`src/rtl/pm_sched_if.sv`:
```
// Command/status bundle between the two requesters, the datapath and pm_sched.
// The master side drives requests, enable and datapath status; the slave side is the scheduler.
interface pm_sched_if;
    logic       en;
    logic       req0;
    logic [8:0] cmd0;
    logic       req1;
    logic [8:0] cmd1;
    logic [2:0] s;
    logic       gnt0;
    logic       gnt1;
    logic       busy;
    logic [2:0] w;
    logic [3:0] ce;
    logic [1:0] sel;
    logic       done;
    logic       done_id;
    logic [2:0] status;
    logic [2:0] cs;

    modport master (
        output en, req0, cmd0, req1, cmd1, s,
        input  gnt0, gnt1, busy, w, ce, sel, done, done_id, status, cs
    );

    modport slave (
        input  en, req0, cmd0, req1, cmd1, s,
        output gnt0, gnt1, busy, w, ce, sel, done, done_id, status, cs
    );
endinterface

```
`src/rtl/pm_sched.sv`:
```
// Round-robin scheduler sharing one datapath between two command sources;
// sequences setup, execute and writeback and returns captured status with a done pulse.
module pm_sched #(
    parameter int unsigned EXEC_CYCLES = 2
) (
    input  logic        clk,
    input  logic        reset,
    pm_sched_if.slave   bus
);

    typedef enum logic [2:0] {
        IDLE  = 3'd0,
        SETUP = 3'd1,
        EXEC  = 3'd2,
        WRITE = 3'd3,
        DONE  = 3'd4
    } state_t;

    localparam logic [3:0] CNT_LOAD = 4'(EXEC_CYCLES - 1);

    state_t     state_q, state_d;
    logic [3:0] cnt_q, cnt_d;
    logic [8:0] cmd_q, cmd_d;
    logic       id_q, id_d;
    logic       rr_q, rr_d;
    logic [2:0] status_q, status_d;
    logic       win;
    logic       active;

    always_ff @(posedge clk or negedge reset) begin
        if (!reset) begin
            state_q  <= IDLE;
            cnt_q    <= '0;
            cmd_q    <= '0;
            id_q     <= 1'b0;
            rr_q     <= 1'b0;
            status_q <= '0;
        end else begin
            state_q  <= state_d;
            cnt_q    <= cnt_d;
            cmd_q    <= cmd_d;
            id_q     <= id_d;
            rr_q     <= rr_d;
            status_q <= status_d;
        end
    end

    // rr only breaks ties; a lone requester always wins
    assign win = (bus.req0 && bus.req1) ? rr_q : bus.req1;

    always_comb begin
        state_d  = state_q;
        cnt_d    = cnt_q;
        cmd_d    = cmd_q;
        id_d     = id_q;
        rr_d     = rr_q;
        status_d = status_q;
        if (bus.en) begin
            case (state_q)
                IDLE: begin
                    if (bus.req0 || bus.req1) begin
                        id_d    = win;
                        cmd_d   = win ? bus.cmd1 : bus.cmd0;
                        rr_d    = ~win;
                        state_d = SETUP;
                    end
                end
                SETUP: begin
                    cnt_d   = CNT_LOAD;
                    state_d = EXEC;
                end
                EXEC: begin
                    if (cnt_q == 4'd0) begin
                        state_d = WRITE;
                    end else begin
                        cnt_d = cnt_q - 4'd1;
                    end
                end
                WRITE: begin
                    status_d = bus.s;
                    state_d  = DONE;
                end
                DONE: begin
                    state_d = IDLE;
                end
                default: begin
                    state_d = IDLE;
                end
            endcase
        end
    end

    // Pulsed outputs are gated by en so a frozen cycle replays its action exactly once
    assign active      = (state_q == SETUP) || (state_q == EXEC) || (state_q == WRITE);
    assign bus.ce      = active ? cmd_q[8:5] : 4'd0;
    assign bus.sel     = active ? cmd_q[4:3] : 2'd0;
    assign bus.w       = (bus.en && state_q == WRITE) ? cmd_q[2:0] : 3'd0;
    assign bus.gnt0    = bus.en && (state_q == SETUP) && !id_q;
    assign bus.gnt1    = bus.en && (state_q == SETUP) && id_q;
    assign bus.done    = bus.en && (state_q == DONE);
    assign bus.done_id = bus.done && id_q;
    assign bus.busy    = (state_q != IDLE);
    assign bus.status  = status_q;
    assign bus.cs      = state_q;

endmodule

```
`src/flat_wrapper.sv`:
```
// flat-port wrapper written by rule: the top's interface ports become plain ports
module pm_sched_flat 
#(
    parameter int unsigned EXEC_CYCLES = 2
)
  (clk, reset, bus_en, bus_req0, bus_cmd0, bus_req1, bus_cmd1, bus_s, bus_gnt0, bus_gnt1, bus_busy, bus_w, bus_ce, bus_sel, bus_done, bus_done_id, bus_status, bus_cs);
  pm_sched_if bus_i ();
  input  logic clk;
  input  logic reset;
  input wire logic [$bits(bus_i.en)-1:0] bus_en;
  input wire logic [$bits(bus_i.req0)-1:0] bus_req0;
  input wire logic [$bits(bus_i.cmd0)-1:0] bus_cmd0;
  input wire logic [$bits(bus_i.req1)-1:0] bus_req1;
  input wire logic [$bits(bus_i.cmd1)-1:0] bus_cmd1;
  input wire logic [$bits(bus_i.s)-1:0] bus_s;
  output wire logic [$bits(bus_i.gnt0)-1:0] bus_gnt0;
  output wire logic [$bits(bus_i.gnt1)-1:0] bus_gnt1;
  output wire logic [$bits(bus_i.busy)-1:0] bus_busy;
  output wire logic [$bits(bus_i.w)-1:0] bus_w;
  output wire logic [$bits(bus_i.ce)-1:0] bus_ce;
  output wire logic [$bits(bus_i.sel)-1:0] bus_sel;
  output wire logic [$bits(bus_i.done)-1:0] bus_done;
  output wire logic [$bits(bus_i.done_id)-1:0] bus_done_id;
  output wire logic [$bits(bus_i.status)-1:0] bus_status;
  output wire logic [$bits(bus_i.cs)-1:0] bus_cs;
  assign bus_i.en = bus_en;
  assign bus_i.req0 = bus_req0;
  assign bus_i.cmd0 = bus_cmd0;
  assign bus_i.req1 = bus_req1;
  assign bus_i.cmd1 = bus_cmd1;
  assign bus_i.s = bus_s;
  assign bus_gnt0 = bus_i.gnt0;
  assign bus_gnt1 = bus_i.gnt1;
  assign bus_busy = bus_i.busy;
  assign bus_w = bus_i.w;
  assign bus_ce = bus_i.ce;
  assign bus_sel = bus_i.sel;
  assign bus_done = bus_i.done;
  assign bus_done_id = bus_i.done_id;
  assign bus_status = bus_i.status;
  assign bus_cs = bus_i.cs;
  pm_sched #(.EXEC_CYCLES(EXEC_CYCLES)) u_core (.clk(clk), .reset(reset), .bus(bus_i));
endmodule
```
`config.mk`:
```
export PLATFORM = sky130hd
export DESIGN_NAME = pm_sched_flat
export DESIGN_NICKNAME = d
export VERILOG_FILES = /design/src/rtl/pm_sched_if.sv /design/src/rtl/pm_sched.sv /design/src/flat_wrapper.sv
export SDC_FILE = /design/constraint.sdc
export NUM_CORES = 1
export LEC_CHECK = 0
export ABC_CLOCK_PERIOD_IN_PS = 2400
export CAP_MARGIN = 25
export CORE_MARGIN = 5
export CORE_UTILIZATION = 40
export DETAILED_ROUTE_END_ITERATION = 10
export PLACE_DENSITY = 0.74
export SYNTH_ARGS = -nofsm -noshare
export SYNTH_HDL_FRONTEND = slang
export SYNTH_SLANG_ARGS = --single-unit
export TNS_END_PERCENT = 50
```
`constraint.sdc`:
```
create_clock -name clk -period 2.4 [get_ports clk]
set_input_delay 0.72 -clock clk [delete_from_list [all_inputs] [get_ports clk]]
set_output_delay 0.72 -clock clk [all_outputs]
set_load 0.05 [all_outputs]
```
==> flow_summary_export.csv <==
group,metric,value,unit
clock_tree,cts_inserted_buffers,3,
placed_design,dp_cells,213,
pwr,power_density,1390,nW/um^2
final_layout,fin_nets,213,
clock_tree,clockBufferDepth,2,
drt,wl_met3,203,um
timing,slew_headroom,66.6,%
timing,postLayoutSetupSlackWorst,0.0879,ns
drt,wl_met2,1.75,mm
worst_hold_path,hp-start,"u_core.bus.status[2]",
clock_tree,htreeDepth,1,
floorplan,coreArea,2980,um^2
setup_path,r2r_setup_slack,0.72,ns
floorplan,rows,20,
setup_path,critPathMaxFanout,7,
setup_path,r2r_start,"u_core.cnt_q[0]",
logic_synthesis,netlist_area,1220,um^2
drt,drc,0,
floorplan,die-height,65.2,um
floorplan,start_util,40.9,%
setup_path,worst_ep_required_time,1.68,ns
drt,avgViaCountPerCell,5.59,
global_route,grt_max_degree,22,
final_layout,final_cells,217,
placed_design,gp_congestion,0.822,
timing,worstMarginPinSlew,0.499,ns
pwr,p_comb_share,68.6,%
setup_path,start_kind,"input port",
setup_path,cp.arrival,1.59,ns
final_layout,layout_common_cells,"27 x clkdlybuf4s50_1, 18 x dfrtp_1, 15 x buf_12",
worst_hold_path,hold_path.class,"reg2reg",
timing,hold_viol,0,
pwr,leakagePower,0.808,nW
logic_synthesis,synth_xor_area_share,0.719,%
drt,dr.pass1.iters,4,
clock_tree,clock-sinks,21,
timing,fin_hold_ws,0.519,ns
global_route,grtUsageTotal,17.1,%
drt,wirelength,3.28,mm
floorplan,io_pins,46,
clock_tree,cts-root-buf,"clkbuf_4",
placed_design,io_buffer_count,45,
global_route,grt_pass1_wl,5.71,mm
clock_tree,ctsHoldBuffers,0,
pwr,internal_power,1.43,mW
final_layout,area_delta_synth_final,60.8,%
clock_tree,cts_tree,"yes",
logic_synthesis,synth-compound-area-share,22.0,%
logic_synthesis,synth_top_family_by_area,"simple AND/OR/NAND/NOR gates",
timing,fmax,0.433,GHz
run_status,outcome,"finished clean",
setup_path,critPathKind,"in2out",
global_route,antenna_found_initial,0,
timing,min_period,2.31,ns
logic_synthesis,synth_cell_types,38,
setup_path,endpoint_kind,"primary output",
drt,antenna_left,0,
timing,fin_crit_sh,96.3,%
placed_design,placed_area,1920,um^2
final_layout,fin_area,1960,um^2
timing,fin_setup_tns,0,ns
pwr,power_switching,1.30,mW
final_layout,diodes,0,
pwr,seqPwrFrac,25.3,%
timing,setup_viol,0,
setup_path,reg2reg_depth,5,
global_route,grt_overflow,0,
placed_design,dp_slack,-0.145,ns
timing,slew_viol_final,0,
logic_synthesis,synth.net_count,161,
clock_tree,postCtsSetupBuffers,0,
floorplan,fp.dieW,65.2,um
logic_synthesis,avgSynthCellArea,9.15,um^2
drt,maxUsedRoutingLayer,"met4",
logic_synthesis,synthSimpleGateAreaFrac,24.0,%
global_route,grt_pass1_vias,1253,
final_layout,fillers,241,
logic_synthesis,synthAdderAreaFrac,2.06,%
pwr,switching_share,47.7,%
drt,wire_per_inst,15.1,um
worst_hold_path,holdPathEnd,"u_core.bus.status[2]",
logic_synthesis,muxShareOfSynthArea,2.77,%
placed_design,dp_hpwl,2.76,mm
logic_synthesis,synth.yosys.seq_area_share,43.2,%
logic_synthesis,synth_warnings,0,
drt,vias,1213,
timing,fin_skew,0.00787,ns
final_layout,drive_gt1_share,25.5,%
drt,dr.first_iter.drc_count,35,
logic_synthesis,synthCells,133,
clock_tree,clk_pin_slew_worst_paths,0.10,ns
setup_path,r2r_end,"u_core.cnt_q[0]",
pwr,clkPwrFrac,6.0,%
floorplan,dieArea,4250,um^2
drt,wl_met1,1.31,mm
timing,rsz0062_at_grt,"no",
logic_synthesis,synth-seq-cells,21,
worst_hold_path,hold_depth,1,
pwr,ir_worst_vdd,709,uV
job,maxCapViolCount,0,
final_layout,layout_commonest_cell,"clkdlybuf4s50_1",
clock_tree,clock_latency,0.30,ns
[what timing repair did]
action                                 4_1_cts  5_1_grt
resized for setup                            3        3
endpoints found under the hold margin        0        0
setup endpoints to repair                   13       11
gates cloned                                 0        0
pin swaps                                    1        1
[worst max-delay path, cell delays in order]
cell and delay, ns:
dlygate4sd2_1 0.24, buf_4 0.15, and3_2 0.18, and2_4 0.16, buf_12 0.14
[stage by stage]
stage | util [%] | total power [mW]
4_1_cts | 65.6 | 2.75
6_report | 65.8 | 2.73
5_1_grt | 65.8 | 2.89
2_1_floorplan | - | 1.77
3_3_place_gp | 64.6 | 2.51
3_5_place_dp | 64.6 | 2.57
[flip-flops by register name, indices dropped and copies added, names as in the netlist]
name / flops
u_core.rr_q: 1
u_core.id_q: 1
u_core.bus.cs: 3
u_core.cmd_q: 9
u_core.bus.status: 3
u_core.cnt_q: 4
[layout make-up]
class,instances,area (um^2),share of cell area (%)
inverters,6,22.5,1.15
well taps,33,41.3,2.11
repair buffers,55,673,34.4
flip-flops and latches,21,529,27.0
multi-input cells,98,666,34.0
clock buffers,4,26.3,1.34
[layer usage]
| metal | global-route usage (%) | up-vias |
|---|---|---|
| met3 | 3.42 | 2 |
| met2 | 32.5 | 50 |
| met5 | 0 | - |
| li1 | - | 588 |
| met1 | 19.1 | 573 |
| met4 | 4.66 | 0 |
[synth_stat cells]
| library cell | count | area (um^2) |
|---|---|---|
| nand4_1 | 1 | 6.26 |
| nor4_1 | 2 | 12.5 |
| or2_2 | 1 | 6.26 |
| and3_1 | 1 | 6.26 |
| a22o_1 | 2 | 17.5 |
| inv_1 | 6 | 22.5 |
| buf_2 | 3 | 15.0 |
| a211o_1 | 1 | 8.76 |
| buf_4 | 2 | 15.0 |
| or3b_4 | 1 | 11.3 |
| dfrtp_1 | 21 | 526 |
| a211oi_1 | 1 | 7.51 |
| and3_4 | 1 | 11.3 |
| a311o_1 | 1 | 10.0 |
| or4_2 | 1 | 8.76 |
| a21oi_1 | 11 | 55.1 |
| o22ai_1 | 1 | 6.26 |
| a311oi_1 | 1 | 8.76 |
| nor2_1 | 7 | 26.3 |
| or3_1 | 1 | 6.26 |
| o211ai_1 | 1 | 7.51 |
| and2_1 | 12 | 75.1 |
| nand3_1 | 11 | 55.1 |
| a31oi_1 | 10 | 62.6 |
| o31ai_1 | 1 | 7.51 |
| o21ai_0 | 12 | 60.1 |
| mux2_2 | 3 | 33.8 |
| and2b_1 | 1 | 7.51 |
| nor2b_1 | 1 | 6.26 |
| xnor2_1 | 1 | 8.76 |
| nand2_1 | 3 | 11.3 |
| clkbuf_1 | 2 | 7.51 |
| nand2b_1 | 3 | 18.8 |
| buf_1 | 1 | 3.75 |
| ha_1 | 2 | 25.0 |
| o311ai_1 | 1 | 8.76 |
| nor4b_4 | 1 | 23.8 |
| a21o_1 | 1 | 7.51 |
[power by group through the flow]
stage | sequential (mW) | clock, mW | combinational, mW
after floorplan | 0.790 | 0 | 0.979
after CTS | 0.685 | 0.176 | 1.89
after detailed placement | 0.689 | 0 | 1.88
final | 0.692 | 0.165 | 1.87
after global routing | 0.721 | 0.184 | 1.98
after global placement | 0.678 | 0 | 1.84
[cells by family after synthesis]
group / Yosys count
adder cells (fa/ha/maj): 2
XOR/XNOR: 1
flip-flops: 21
multiplexers: 3
buffers and inverters: 14
AO/OA/AOI/OAI: 44
AND/OR/NAND/NOR: 48
[worst max path at each step]
stage,slack [ns],to,start,depth (start not counted)
floorplan,-0.09,bus_w[1],u_core.bus.cs[1],5
global placement,-0.14,bus_gnt1,bus_en,5
detailed placement,-0.15,bus_gnt0,bus_en,5
CTS,0.01,bus_w[1],u_core.bus.cs[0],5
global route,0.04,bus_ce[3],u_core.bus.cs[1],4
finish,0.09,bus_done_id,bus_en,5
Note: power is estimated with default switching activity, not from simulation.
